<file path="src/rtl/dcache_pkg.sv">
// dcache shared types: FSM states, default geometry
// and helper functions for address field widths.
package dcache_pkg;

   typedef enum logic [1:0] {
      IDLE,
      WRITE_BACK,
      MEM_READ,
      UPDATE
   } state_t;

   localparam int DEF_LINES  = 8;
   localparam int DEF_WORDS  = 4;
   localparam int DEF_ADDR_W = 8;
   localparam int BYTE_W     = 8;

   function automatic int idx_w(input int lines);
      return $clog2(lines);
   endfunction

   function automatic int off_w(input int words);
      return $clog2(words);
   endfunction

   function automatic int tag_w(input int aw, input int lines,
                                input int words);
      return aw - $clog2(lines) - $clog2(words);
   endfunction

endpackage

</file>
<file path="src/rtl/dcache_array.sv">
// dcache line storage: valid/dirty with async clear,
// tag and data arrays, byte write and block fill.
module dcache_array #(
   parameter int LINES = 8,
   parameter int IW    = 3,
   parameter int OW    = 2,
   parameter int TW    = 3,
   parameter int BW    = 32
) (
   input  logic          CLK,
   input  logic          RESET,
   input  logic [IW-1:0] idx,
   input  logic          wr_en,
   input  logic [OW-1:0] wr_off,
   input  logic [7:0]    wr_byte,
   input  logic          fill_en,
   input  logic [BW-1:0] fill_data,
   input  logic          upd_en,
   input  logic [TW-1:0] upd_tag,
   output logic          valid,
   output logic          dirty,
   output logic [TW-1:0] tag,
   output logic [BW-1:0] data
);

   logic [LINES-1:0] valid_q;
   logic [LINES-1:0] dirty_q;
   logic [TW-1:0]    tag_q  [LINES];
   logic [BW-1:0]    data_q [LINES];

   always_ff @(posedge CLK or negedge RESET) begin
      if (!RESET) begin
         valid_q <= '0;
         dirty_q <= '0;
      end else if (upd_en) begin
         valid_q[idx] <= 1'b1;
         dirty_q[idx] <= 1'b0;
      end else if (wr_en) begin
         dirty_q[idx] <= 1'b1;
      end
   end

   // Tag and data are left uncleared; valid gates their use.
   always_ff @(posedge CLK) begin
      if (fill_en)
         data_q[idx] <= fill_data;
      else if (wr_en)
         data_q[idx][{wr_off, 3'b000} +: 8] <= wr_byte;
      if (upd_en)
         tag_q[idx] <= upd_tag;
   end

   assign valid = valid_q[idx];
   assign dirty = dirty_q[idx];
   assign tag   = tag_q[idx];
   assign data  = data_q[idx];

endmodule

</file>
<file path="src/rtl/dcache.sv">
// Direct-mapped write-back write-allocate data cache:
// hit logic, miss FSM and CPU/memory side muxing.
module dcache
   import dcache_pkg::*;
#(
   parameter int NUM_LINES       = DEF_LINES,
   parameter int WORDS_PER_BLOCK = DEF_WORDS,
   parameter int ADDR_W          = DEF_ADDR_W,
   localparam int IW = idx_w(NUM_LINES),
   localparam int OW = off_w(WORDS_PER_BLOCK),
   localparam int TW = tag_w(ADDR_W, NUM_LINES, WORDS_PER_BLOCK),
   localparam int BW = BYTE_W * WORDS_PER_BLOCK
) (
   input  logic             CLK,
   input  logic             RESET,
   input  logic             READ,
   input  logic             WRITE,
   input  logic [ADDR_W-1:0] ADDRESS,
   input  logic [7:0]       WRITEDATA,
   output logic [7:0]       READDATA,
   output logic             BUSYWAIT,
   output logic             mem_read,
   output logic             mem_write,
   output logic [TW+IW-1:0] mem_address,
   output logic [BW-1:0]    mem_writedata,
   input  logic [BW-1:0]    mem_readdata,
   input  logic             mem_busywait
);

   state_t state, state_n;
   logic   wr_ack;

   logic [TW-1:0] tag_a;
   logic [IW-1:0] idx_a;
   logic [OW-1:0] off_a;

   assign tag_a = ADDRESS[ADDR_W-1 -: TW];
   assign idx_a = ADDRESS[OW +: IW];
   assign off_a = ADDRESS[OW-1:0];

   logic          l_valid, l_dirty;
   logic [TW-1:0] l_tag;
   logic [BW-1:0] l_data;
   logic          hit;
   logic          wr_en, fill_en, upd_en, busy;

   dcache_array #(
      .LINES(NUM_LINES),
      .IW   (IW),
      .OW   (OW),
      .TW   (TW),
      .BW   (BW)
   ) u_array (
      .CLK      (CLK),
      .RESET    (RESET),
      .idx      (idx_a),
      .wr_en    (wr_en),
      .wr_off   (off_a),
      .wr_byte  (WRITEDATA),
      .fill_en  (fill_en),
      .fill_data(mem_readdata),
      .upd_en   (upd_en),
      .upd_tag  (tag_a),
      .valid    (l_valid),
      .dirty    (l_dirty),
      .tag      (l_tag),
      .data     (l_data)
   );

   assign hit = l_valid & (l_tag == tag_a);

   always_ff @(posedge CLK or negedge RESET) begin
      if (!RESET)
         state <= IDLE;
      else
         state <= state_n;
   end

   always_ff @(posedge CLK or negedge RESET) begin
      if (!RESET)
         wr_ack <= 1'b0;
      else if (!WRITE)
         wr_ack <= 1'b0;
      else if (wr_en)
         wr_ack <= 1'b1;
   end

   always_comb begin
      state_n       = state;
      busy          = 1'b0;
      wr_en         = 1'b0;
      fill_en       = 1'b0;
      upd_en        = 1'b0;
      mem_read      = 1'b0;
      mem_write     = 1'b0;
      mem_address   = '0;
      mem_writedata = '0;
      unique case (state)
         IDLE: begin
            if ((READ | WRITE) & !hit) begin
               busy    = 1'b1;
               state_n = l_dirty ? WRITE_BACK : MEM_READ;
            end else if (WRITE) begin
               busy  = !wr_ack;
               wr_en = !wr_ack;
            end
         end
         WRITE_BACK: begin
            busy          = 1'b1;
            mem_write     = 1'b1;
            mem_address   = {l_tag, idx_a};
            mem_writedata = l_data;
            if (!mem_busywait)
               state_n = MEM_READ;
         end
         MEM_READ: begin
            busy        = 1'b1;
            mem_read    = 1'b1;
            mem_address = {tag_a, idx_a};
            if (!mem_busywait) begin
               fill_en = 1'b1;
               state_n = UPDATE;
            end
         end
         UPDATE: begin
            busy    = 1'b1;
            upd_en  = 1'b1;
            state_n = IDLE;
         end
         default: state_n = IDLE;
      endcase
   end

   // Held low while in reset even if the CPU keeps a request up.
   assign BUSYWAIT = busy & RESET;

   assign READDATA = (state == IDLE && READ && !WRITE && hit)
                   ? l_data[{off_a, 3'b000} +: 8] : 8'h00;

endmodule

</file>
<file path="config.mk">
export PLATFORM = sky130hd
export DESIGN_NAME = dcache
export DESIGN_NICKNAME = d
export VERILOG_FILES = /design/src/rtl/dcache_pkg.sv /design/src/rtl/dcache_array.sv /design/src/rtl/dcache.sv
export SDC_FILE = /design/constraint.sdc
export NUM_CORES = 1
export LEC_CHECK = 0
export ABC_CLOCK_PERIOD_IN_PS = 3610
export BUFFER_PORTS_ARGS = -buffer_cell sky130_fd_sc_hd__buf_2
export CAP_MARGIN = 20
export CORE_ASPECT_RATIO = 0.9
export CORE_UTILIZATION = 60
export DETAILED_ROUTE_END_ITERATION = 10
export PLACE_DENSITY = 0.8
export SYNTH_ARGS = -nofsm -noshare
export SYNTH_HDL_FRONTEND = slang
export SYNTH_SLANG_ARGS = --single-unit
</file>
<file path="constraint.sdc">
create_clock -name CLK -period 3.61 [get_ports CLK]
set_clock_uncertainty 0.05 [all_clocks]
set_input_delay 0.722 -clock CLK [delete_from_list [all_inputs] [get_ports CLK]]
set_output_delay 0.722 -clock CLK [all_outputs]
set_load 0.05 [all_outputs]
</file>
==> summary.json, run 1 <==
{
  "run_status": {
    "status": "completed"
  },
  "power_and_ir_drop": {
    "static_leakage_power_nw": 6.45,
    "max-vdd-ir-drop_mv": 0.531,
    "fin_total_pwr_w": 0.00921,
    "pwr_density_cell_nw_per_um2": 559
  },
  "finish": {
    "post_route_utilization": 0.760,
    "syn_to_final_growth_pct": 23.5,
    "mostFrequentLayoutCells": "280 x edfxtp_1, 138 x buf_4, 92 x buf_2, 78 x mux2i_1, 75 x nand2_1",
    "drive_above_1_share": 0.329,
    "postLayoutCellArea_um2": 16500,
    "leading_cell_type_in_the_layout_fill_and_taps_excluded": "edfxtp_1",
    "nets": 1205
  },
  "global_route": {
    "grt_pass1_vias": 9111,
    "grt_first_pass_wirelength_um": 55200,
    "grt_antenna_before_repair": 0,
    "grt_overflow": 0,
    "gr-usage-all-layers": 0.331,
    "largest_net_degree_at_the_start_of_global_routing": 23
  },
  "worst_setup_path": {
    "criticalPathCategory": "input port to output port",
    "ff2ff_path_depth": 8,
    "critical_path.reg2reg.startpoint": "state[0]",
    "timing.reg2reg.setup_slack_ns": 0.60,
    "worst-endpoint-required_ns": 2.84,
    "cp_data_arrival_time_ns": 2.83,
    "startpoint_class": "input port",
    "cp_max_fanout": 14,
    "worst_setup_path_startpoint": "ADDRESS[2]",
    "crit_path_end": "READDATA[6]",
    "critical_path.reg2reg.endpoint": "u_array.data_q[7][7]",
    "endpoint_kind": "output port"
  },
  "placed_design": {
    "port_buffers": 101,
    "dp_hpwl_um": 26300,
    "detailed_place.area_um2": 15300,
    "gpl.final_weighted_congestion": 0.964,
    "worst_slack_at_placement_ns": -0.140
  },
  "logic_synthesis": {
    "netlist_instances": 905,
    "postSynthRegisterBits": 299,
    "post_synth_instance_area_um2": 13300,
    "most_frequently_used_flop_master_after_synthesis": "edfxtp_1",
    "mappedNetlistNets": 968,
    "ys_seq_area_frac": 0.666,
    "ys_types": 61,
    "avgSynthCellArea_um2": 14.7,
    "async_reset_ff_frac": 0.0635,
    "yosys_warnings": 0,
    "synth-edff-count": 280
  },
  "drt": {
    "dr.first_iter.drc_count": 1144,
    "drc_errors": 0,
    "vias": 9152,
    "wl_met1_um": 13900,
    "wl_met3_um": 4270,
    "routed_wire_length_per_instance_um": 25.7,
    "wl_met2_um": 17500,
    "postRouteAntennaNets": 0,
    "routed_wl_um": 37400,
    "routed.top_layer": "met4",
    "drt_first_pass_iters": 5,
    "drt-vias-per-instance": 6.28
  },
  "timing": {
    "worst_slack_ns": 0.00629,
    "tightestPinTransition_ns": 0.782,
    "finalCritPeriodShare": 0.998,
    "min_period_ns": 3.60,
    "finalHoldWorstSlack_ns": 0.0110,
    "setup_repair_after_global_routing_missed_its_margin": "yes",
    "slew_headroom": 0.476,
    "final_max_slew_viols": 0,
    "final-hold-violation-count": 0,
    "peak_freq_ghz": 0.277,
    "report.final.setup_viol": 0
  },
  "floorplanning": {
    "ports": 102,
    "design.die.area_um2": 22800,
    "row_count": 51,
    "die-height_um": 143,
    "initial_utilization": 0.615,
    "design.core.area_um2": 21700,
    "die_x_um": 159
  },
  "clock_tree": {
    "clock_tree.root_cell": "clkbuf_16",
    "cts.path.max_buffers": 3,
    "post_cts_hold_buffer_count": 0,
    "cts_max_level": 1,
    "worstSkewPairLatency_ns": 0.55,
    "clock_sinks": 299,
    "tritoncts": "built",
    "cts-buffers-inserted": 30,
    "clkSlewWorstSetupHoldPaths_ns": 0.07
  },
  "flow_run": {
    "drv_cap": 0
  },
  "worst_hold_path": {
    "hold_class": "input port to asynchronous set/reset pin"
  }
}
Yosys cell counts (9+ instances only):
library cell  number  area (µm²)
mux4_2            30         676
edfxtp_1         280        8410
nor2b_1           35         219
dfrtp_1           19         475
nor2_1            59         221
nand2b_1          13        81.3
inv_1             47         176
mux2i_1           79         791
mux2_2            14         158
clkbuf_1          16        60.1
o21ai_0            9        45.0
nor3_1            13        65.1
and2_1            10        62.6
nand2_1           75         282
a22oi_1           12        90.1
nand3_1           15        75.1
buf_2             18        90.1
ha_1              10         125
a221oi_1          18         158
a21oi_1           18        90.1
critical path: stages:
cell	delay (ns)
buf_4	0.17
clkinv_1	0.24
buf_12	0.23
buf_12	0.16
a221oi_1	0.33
nor2_1	0.17
nor2_2	0.23
mux4_2	0.32
nor3_2	0.05
buf_6	0.18
where the power goes:
part	internal, W	switching, W	leakage [nW]
registers	0.00397	0.0000653	2.76
clock network	0.00191	0.00128	0.498
logic	0.000631	0.00135	3.20
per-stage QoR:
step	cells	TNS, ns
floorplan	905	-0.941
detailed placement	1395	-0.275
global placement	1395	-0.277
CTS	1450	0
global route	1456	-0.125
finish	1457	0
per-layer routing:
layer | GRT usage | vias up
met5 | 0 | -
met4 | 0.156 | 0
met3 | 0.0620 | 127
met2 | 0.525 | 621
met1 | 0.450 | 4466
li1 | - | 3938
flip-flops by register name, summed over array words and instances (netlist names), named ones only:
name and count:
state 2, u_array.data_q 256, u_array.tag_q 24, u_array.valid_q 8
wr_ack 1
what timing repair did:
action                     4_1_cts  5_1_grt
pin swaps                        0        4
setup endpoints to repair        5       10
gates resized for setup          9       25
setup buffers                    0        6
kinds of logic after synthesis:
kind of cell | Yosys count | synth area share
AOI/OAI and AO/OA | 123 | 0.0702
adders and majority gates | 10 | 0.00938
and+or+nand+nor | 251 | 0.0994
buffers and inverters | 97 | 0.0318
DFF | 299 | 0.666
muxes | 125 | 0.123
cell type report:
type | count | area, µm²
clock buffers | 34 | 787
clock inverters | 21 | 223
flip-flops and latches | 299 | 8880
diodes | 1 | 2.50
repair buffers | 252 | 1850
fillers | 1299 | 5220
inverters | 50 | 191
well taps | 291 | 364
multi-input cells | 509 | 4180
worst min path at each step:
stage,slack [ns],end,cells past startpoint,startpoint
CTS,0.01,asynchronous set/reset pin,1,RESET
floorplan,0.36,u_array.valid_q[7],2,u_array.valid_q[7]
global placement,0.37,u_array.valid_q[7],2,u_array.valid_q[7]
detailed placement,0.39,u_array.valid_q[7],2,u_array.valid_q[7]
finish,0.01,asynchronous set/reset pin,1,RESET
global route,0.03,asynchronous set/reset pin,1,RESET
Note: power is estimated with default switching activity, not from simulation.
==> run 2, diff against run 1 <==
RECOVER_POWER = 25   (was unset)
==> summary.json, run 2 (synthesis gave the netlist of run 1 again) <==
{
  "run_status": {
    "status": "finished with violations",
    "violations": "setup timing"
  },
  "drt": {
    "dr.first_iter.drc_count": {"value": 1141, "change": "-0.26%"},
    "drt_first_pass_iters": {"value": 5, "change": "unchanged"},
    "routed_wl": {"value": 37500, "unit": "µm", "change": "about the same"},
    "postRouteAntennaNets": {"value": 0, "change": "unchanged"},
    "drt-vias-per-instance": {"value": 6.30, "change": "+0.35%"},
    "routed_wire_length_per_instance": {"value": 25.7, "unit": "µm", "change": "about the same"},
    "drc_errors": {"value": 0, "change": "unchanged"},
    "vias": {"value": 9184, "change": "+0.35%"}
  },
  "floorplanning": {
    "design.core.area": {"value": 21700, "unit": "µm²", "change": "unchanged"},
    "design.die.area": {"value": 22800, "unit": "µm²", "change": "unchanged"},
    "die-height": {"value": 143, "unit": "µm", "change": "unchanged"},
    "die_x": {"value": 159, "unit": "µm", "change": "unchanged"},
    "initial_utilization": {"value": 0.615, "change": "unchanged"},
    "ports": {"value": 102, "change": "unchanged"},
    "row_count": {"value": 51, "change": "unchanged"}
  },
  "finish": {
    "n_fill_cell": {"value": 1299, "change": "unchanged"},
    "largest_register_ffs": {"value": 256, "change": "unchanged"},
    "registers.top_by_ff_count": "u_array.data_q",
    "drive_above_1_share": {"value": 0.325, "change": "-0.00343"},
    "total_area_of_multi_input_combinational_cells": {"value": 4180, "unit": "µm²", "change": "unchanged"},
    "mostFrequentLayoutCells": "280 x edfxtp_1, 137 x buf_4, 89 x buf_2, 78 x mux2i_1, 75 x nand2_1",
    "syn_to_final_growth": {"value": 23.5, "unit": "%", "change": "about the same"},
    "postLayoutCellArea": {"value": 16500, "unit": "µm²", "change": "about the same"},
    "leading_cell_type_in_the_layout_fill_and_taps_excluded": "edfxtp_1",
    "nets": {"value": 1205, "change": "unchanged"},
    "layout.area.seq": {"value": 8880, "unit": "µm²", "change": "unchanged"},
    "reg_top3": "u_array.data_q x256, u_array.tag_q x24, u_array.valid_q x8"
  },
  "worst_setup_path": {
    "ff2ff_path_depth": {"value": 8, "change": "unchanged"},
    "crit_path_end": "READDATA[6]",
    "worst_setup_path_startpoint": "ADDRESS[2]",
    "critical_path.reg2reg.startpoint": "state[0]",
    "startpoint_class": "input port",
    "criticalPathCategory": "input port to output port",
    "timing.reg2reg.setup_slack": {"value": 0.61, "unit": "ns", "change": "about the same"},
    "cp_data_arrival_time": {"value": 2.85, "unit": "ns", "change": "+0.02 ns"},
    "worst-endpoint-required": {"value": 2.84, "unit": "ns", "change": "about the same"},
    "cp_max_fanout": {"value": 14, "change": "unchanged"},
    "critical_path.reg2reg.endpoint": "u_array.data_q[7][7]",
    "endpoint_kind": "output port"
  },
  "timing": {
    "final-hold-violation-count": {"value": 0, "change": "unchanged"},
    "slew_headroom": {"value": 0.474, "change": "-0.00176"},
    "worst_slack": {"value": -0.0115, "unit": "ns", "change": "-0.0178 ns"},
    "setup_repair_after_global_routing_missed_its_margin": "yes",
    "report.final.setup_viol": {"value": 1, "change": "+1"},
    "finalCritPeriodShare": {"value": 1.00, "change": "+0.00492"},
    "final_max_slew_viols": {"value": 0, "change": "unchanged"},
    "tightestPinTransition": {"value": 0.785, "unit": "ns", "change": "+0.00263 ns"},
    "min_period": {"value": 3.62, "unit": "ns", "change": "+0.0178 ns"},
    "peak_freq": {"value": 0.276, "unit": "GHz", "change": "-0.49%"}
  },
  "placed_design": {
    "detailed_place.area": {"value": 15300, "unit": "µm²", "change": "unchanged"},
    "worst_slack_at_placement": {"value": -0.140, "unit": "ns", "change": "unchanged"},
    "port_buffers": {"value": 101, "change": "unchanged"},
    "gpl.final_weighted_congestion": {"value": 0.964, "change": "unchanged"},
    "dp_hpwl": {"value": 26300, "unit": "µm", "change": "unchanged"}
  },
  "clock_tree": {
    "cts.path.max_buffers": {"value": 3, "change": "unchanged"},
    "cts_max_level": {"value": 1, "change": "unchanged"},
    "clock_tree.root_cell": "clkbuf_16",
    "tritoncts": "built",
    "clock_sinks": {"value": 299, "change": "unchanged"},
    "worstSkewPairLatency": {"value": 0.55, "unit": "ns", "change": "about the same"},
    "cts-buffers-inserted": {"value": 30, "change": "unchanged"},
    "clkSlewWorstSetupHoldPaths": {"value": 0.07, "unit": "ns", "change": "about the same"}
  },
  "global_route": {
    "grt_first_pass_wirelength": {"value": 55200, "unit": "µm", "change": "unchanged"},
    "grt_antenna_before_repair": {"value": 0, "change": "unchanged"},
    "gr-usage-all-layers": {"value": 0.331, "change": "unchanged"},
    "grt_pass1_vias": {"value": 9111, "change": "unchanged"},
    "largest_net_degree_at_the_start_of_global_routing": {"value": 23, "change": "unchanged"},
    "grt_overflow": {"value": 0, "change": "unchanged"}
  },
  "power_and_ir_drop": {
    "max-vdd-ir-drop": {"value": 0.531, "unit": "mV", "change": "about the same"},
    "static_leakage_power": {"value": 6.44, "unit": "nW", "change": "-0.18%"},
    "p_clk_frac": {"value": 0.346, "change": "about the same"},
    "pwr-share-comb": {"value": 0.215, "change": "about the same"},
    "pwr_density_cell": {"value": 559, "unit": "nW/µm²", "change": "about the same"},
    "share_seq_of_total_power": {"value": 0.438, "change": "about the same"},
    "internal-power": {"value": 0.00651, "unit": "W", "change": "about the same"},
    "swShare": {"value": 0.293, "change": "about the same"},
    "switching_power": {"value": 0.00270, "unit": "W", "change": "-0.10%"}
  },
  "flow_run": {
    "drv_cap": {"value": 0, "change": "unchanged"}
  },
  "worst_hold_path": {
    "hold_class": "input port to asynchronous set/reset pin"
  }
}
==> run 2: per-stage QoR <==
step / cells / hold slack [ns] / util / TNS [ns] / power [W]
after global placement: 1395 / 0.374 / 0.704 / -0.277 / 0.00598
final: 1457 / 0.173 / 0.759 / -0.0115 / 0.00921
after global routing: 1456 / 0.220 / 0.759 / -0.126 / 0.00945
after floorplan: 905 / 0.365 / - / -0.941 / 0.00535
after detailed placement: 1395 / 0.393 / 0.704 / -0.275 / 0.00602
after CTS: 1450 / 0.0105 / 0.752 / 0 / 0.00915
==> run 2: how the worst min path moves through the flow <==
stage	startpoint	endpoint	slack, ns	cells past startpoint
floorplan	u_array.valid_q[7]	u_array.valid_q[7]	0.36	2
global placement	u_array.valid_q[7]	u_array.valid_q[7]	0.37	2
detailed placement	u_array.valid_q[7]	u_array.valid_q[7]	0.39	2
CTS	RESET	asynchronous set/reset pin	0.01	1
global route	RESET	asynchronous set/reset pin	0.22	1
finish	RESET	asynchronous set/reset pin	0.17	1
==> run 2: power by group through the flow <==
stage	clock network (W)	logic, W	registers [W]
after floorplan	0	0.00127	0.00408
after global placement	0	0.00188	0.00410
after detailed placement	0	0.00192	0.00410
after CTS	0.00319	0.00193	0.00403
after global routing	0.00331	0.00209	0.00405
final	0.00319	0.00198	0.00404
==> run 2: cell type report <==
| cell class | instances | share of cell area |
|---|---|---|
| multi-input combinational | 509 | 0.254 |
| timing repair buffer | 252 | 0.112 |
| antenna | 1 | 0.000152 |
| sequential | 299 | 0.539 |
| clock buffer | 34 | 0.0478 |
| inverter | 50 | 0.0116 |
| tap | 291 | 0.0221 |
| clock inverter | 21 | 0.0135 |
==> run 2: timing repair <==
action / in CTS / in global routing
setup buffers: 0 / 6
hold buffers: 0 / 0
resized for setup: 9 / 25
setup endpoints to repair: 5 / 10
endpoints found under the hold margin: 0 / 0
pin swaps: 0 / 4
==> run 2: critical path, cell delays in order <==
cell and delay [ns]:
buf_4 0.17, clkinv_1 0.24, buf_12 0.23, buf_12 0.16
a221oi_1 0.34, nor2_1 0.18, nor2_2 0.23, mux4_2 0.32
nor3_2 0.05, buf_6 0.18
==> run 2: layer usage <==
metal	vias up	track usage	wire length (µm)
met2	641	0.525	17500
met1	4484	0.450	14000
met5	-	0	0
met3	126	0.0620	4210
met4	0	0.156	1710
li1	3933	-	-
==> run 3, diff against run 2 <==
ABC_CLOCK_PERIOD_IN_PS = 2900   (was 3610)
CORE_MARGIN = 2   (was unset)
CORE_UTILIZATION = 50   (was 60)
PLACE_DENSITY = 0.71   (was 0.8)
clock period = 2.9 ns   (was 3.61 ns; I/O delays follow)
==> summary.json, run 3 (synthesis gave the netlist of run 1 again) <==
{
  "run_status": {
    "status": "finished with violations",
    "violations": "setup timing"
  },
  "finish": {
    "largest_register_ffs": {"value": 256, "change": "unchanged"},
    "leading_cell_type_in_the_layout_fill_and_taps_excluded": "edfxtp_1",
    "registers.top_by_ff_count": "u_array.data_q",
    "mostFrequentLayoutCells": "280 x edfxtp_1, 195 x buf_4, 75 x nand2_1, 73 x buf_2, 51 x mux2i_1",
    "drive_above_1_share": {"value": 0.465, "change": "+0.140"},
    "finish.cell_count_without_fillers": {"value": 1613, "change": "+11%"},
    "reg_top3": "u_array.data_q x256, u_array.tag_q x24, u_array.valid_q x8",
    "nets": {"value": 1304, "change": "+8.2%"},
    "syn_to_final_growth_pct": 37.8
  },
  "worst_setup_path": {
    "endpoint_kind": "output port",
    "slowest_delay": {"value": 0.34, "unit": "ns", "change": "about the same"},
    "cp_max_fanout": {"value": 11, "change": "-3"},
    "crit_path_top_delay_cell": "nor4_4",
    "worst-endpoint-required": {"value": 2.27, "unit": "ns", "change": "-0.57 ns"},
    "criticalPathCategory": "input port to output port",
    "cp_data_arrival_time": {"value": 2.60, "unit": "ns", "change": "-0.25 ns"},
    "startpoint_class": "input port",
    "path_cells": "buf_16, or2_4, o22a_1, and3_4, nor4_4, buf_12, nand2_8, nor3b_4, buf_6"
  },
  "global_route": {
    "largest_net_degree_at_the_start_of_global_routing": {"value": 32, "change": "+39%"},
    "grt_pass1_vias": {"value": 9441, "change": "+3.6%"},
    "gr-usage-all-layers": {"value": 0.289, "change": "-0.0419"},
    "grt_first_pass_wirelength": {"value": 59200, "unit": "µm", "change": "+7.3%"},
    "grt_overflow": {"value": 0, "change": "unchanged"},
    "grt_antenna_before_repair": {"value": 1, "change": "+1"}
  },
  "timing": {
    "slew_headroom": {"value": 0.258, "change": "-0.217"},
    "min_period_ns": 3.23,
    "final-hold-violation-count": {"value": 0, "change": "unchanged"},
    "tightestPinTransition": {"value": 1.11, "unit": "ns", "change": "+0.329 ns"},
    "setup_repair_after_global_routing_missed_its_margin": "yes",
    "report.final.setup_viol": {"value": 14, "change": "+13"},
    "finalCritPeriodShare": 1.11,
    "worst_slack": {"value": -0.325, "unit": "ns", "change": "-0.314 ns"},
    "final_max_slew_viols": {"value": 0, "change": "unchanged"},
    "peak_freq_ghz": 0.310
  },
  "clock_tree": {
    "clock_tree.root_cell": "clkbuf_16",
    "worstSkewPairLatency": {"value": 0.56, "unit": "ns", "change": "about the same"},
    "tritoncts": "built",
    "clock_sinks": {"value": 299, "change": "unchanged"},
    "cts-buffers-inserted": {"value": 30, "change": "unchanged"},
    "clkSlewWorstSetupHoldPaths": {"value": 0.06, "unit": "ns", "change": "about the same"},
    "cts_max_level": {"value": 1, "change": "unchanged"},
    "cts.path.max_buffers": {"value": 3, "change": "unchanged"}
  },
  "floorplanning": {
    "initial_utilization": {"value": 0.510, "change": "-0.104"},
    "die-height": {"value": 159, "unit": "µm", "change": "+11%"},
    "ports": {"value": 102, "change": "unchanged"},
    "design.die.area": {"value": 28000, "unit": "µm²", "change": "+23%"},
    "design.core.area": {"value": 26100, "unit": "µm²", "change": "+20%"},
    "die_x": {"value": 176, "unit": "µm", "change": "+11%"},
    "row_count": {"value": 56, "change": "+9.8%"}
  },
  "flow_run": {
    "drv_cap": {"value": 0, "change": "unchanged"}
  },
  "placed_design": {
    "gpl.final_weighted_congestion": {"value": 0.929, "change": "-3.6%"},
    "dp_hpwl": {"value": 28000, "unit": "µm", "change": "+6.4%"},
    "port_buffers": {"value": 101, "change": "unchanged"},
    "place.detailed.instances": {"value": 1523, "change": "+9.2%"},
    "worst_slack_at_placement": {"value": -0.534, "unit": "ns", "change": "-0.394 ns"}
  },
  "power_and_ir_drop": {
    "pwr_density_cell": {"value": 650, "unit": "nW/µm²", "change": "+16%"},
    "max-vdd-ir-drop": {"value": 0.525, "unit": "mV", "change": "-1.2%"},
    "static_leakage_power": {"value": 7.02, "unit": "nW", "change": "+9.0%"}
  },
  "drt": {
    "routed_wl": {"value": 42600, "unit": "µm", "change": "+14%"},
    "routed_wire_length_per_instance": {"value": 26.4, "unit": "µm", "change": "+2.8%"},
    "drc_errors": {"value": 0, "change": "unchanged"},
    "postRouteAntennaNets": {"value": 0, "change": "unchanged"},
    "drt_first_pass_iters": {"value": 5, "change": "unchanged"},
    "vias": {"value": 9714, "change": "+5.8%"},
    "drt-vias-per-instance": {"value": 6.02, "change": "-4.5%"},
    "dr.first_iter.drc_count": {"value": 1077, "change": "-5.6%"}
  },
  "worst_hold_path": {
    "hold_class": "input port to flip-flop"
  }
}
## run 3: changes by cell type in the layout (fill, tap and decap cells not counted), moves of 16 or more
| cell | delta |
|---|---|
| mux2i_2 | +22 |
| nor2_2 | +34 |
| buf_6 | +20 |
| mux2i_1 | -27 |
| nor2b_2 | +17 |
| buf_12 | +19 |
| buf_2 | -16 |
| buf_4 | +58 |
| nor2b_1 | -19 |
| nor2_1 | -34 |
## run 3: final cells by class
class	instances	area (µm²)
sequential	299	8880
fill	1655	7750
multi-input combinational	509	4710
timing repair buffer	351	3190
clock buffer	37	798
tap	348	435
inverter	50	190
clock inverter	18	168
antenna	1	2.50
## run 3: final timing paths
kind                                      from                    end  slack, ns  cells after the start
max                                 ADDRESS[4]            READDATA[3]      -0.33                      9
min                                      WRITE                 wr_ack       0.28                      2
max reg2reg                u_array.tag_q[3][2]  u_array.data_q[2][10]       0.03                      9
min reg2reg                 u_array.valid_q[0]     u_array.valid_q[0]       0.43                      1
max in group asynchronous                RESET     u_array.valid_q[0]       1.15                      3
min in group asynchronous                RESET                 wr_ack       0.36                      2
## run 3: power breakdown
group          total (W)  switching [W]  leakage [nW]  internal, W
registers        0.00504      0.0000909          2.76      0.00494
logic            0.00305        0.00189          3.79      0.00117
clock network    0.00385        0.00164         0.470      0.00221
total             0.0119        0.00362          7.02      0.00832
## run 3: per-layer routing
| layer | global-route usage | up-vias | wire (µm) |
|---|---|---|---|
| met1 | 0.395 | 4833 | 16000 |
| met4 | 0.114 | 0 | 2080 |
| li1 | - | 4142 | - |
| met2 | 0.443 | 617 | 19500 |
| met5 | 0 | - | 0 |
| met3 | 0.0795 | 122 | 5000 |
## run 3: metrics by stage
stage          utilization  area (µm²)  TNS [ns]  total power [W]  hold slack (ns)
2_1_floorplan            -       13600    -29.38          0.00676            0.234
3_3_place_gp         0.625       16300   -181.96          0.00773            0.334
3_5_place_dp         0.625       16300   -208.26          0.00778            0.329
4_1_cts              0.681       17800     -2.35           0.0117            0.260
5_1_grt              0.703       18400     -8.28           0.0122            0.285
6_report             0.703       18400     -2.64           0.0119            0.275
## run 3: timing repair
action                     4_1_cts  5_1_grt
pin swaps                       18       19
setup endpoints to repair       40      227
hold endpoints to repair        16        0
hold buffers                     1        0
buffers inserted                 9       22
gates resized for setup         91       85
gates cloned                     4        4
## run 3: critical path: cells and delay by family
family	cells	cell delay [ns]
buffers and inverters	3	0.50
AOI/OAI and AO/OA	1	0.26
and+or+nand+nor	5	1.23
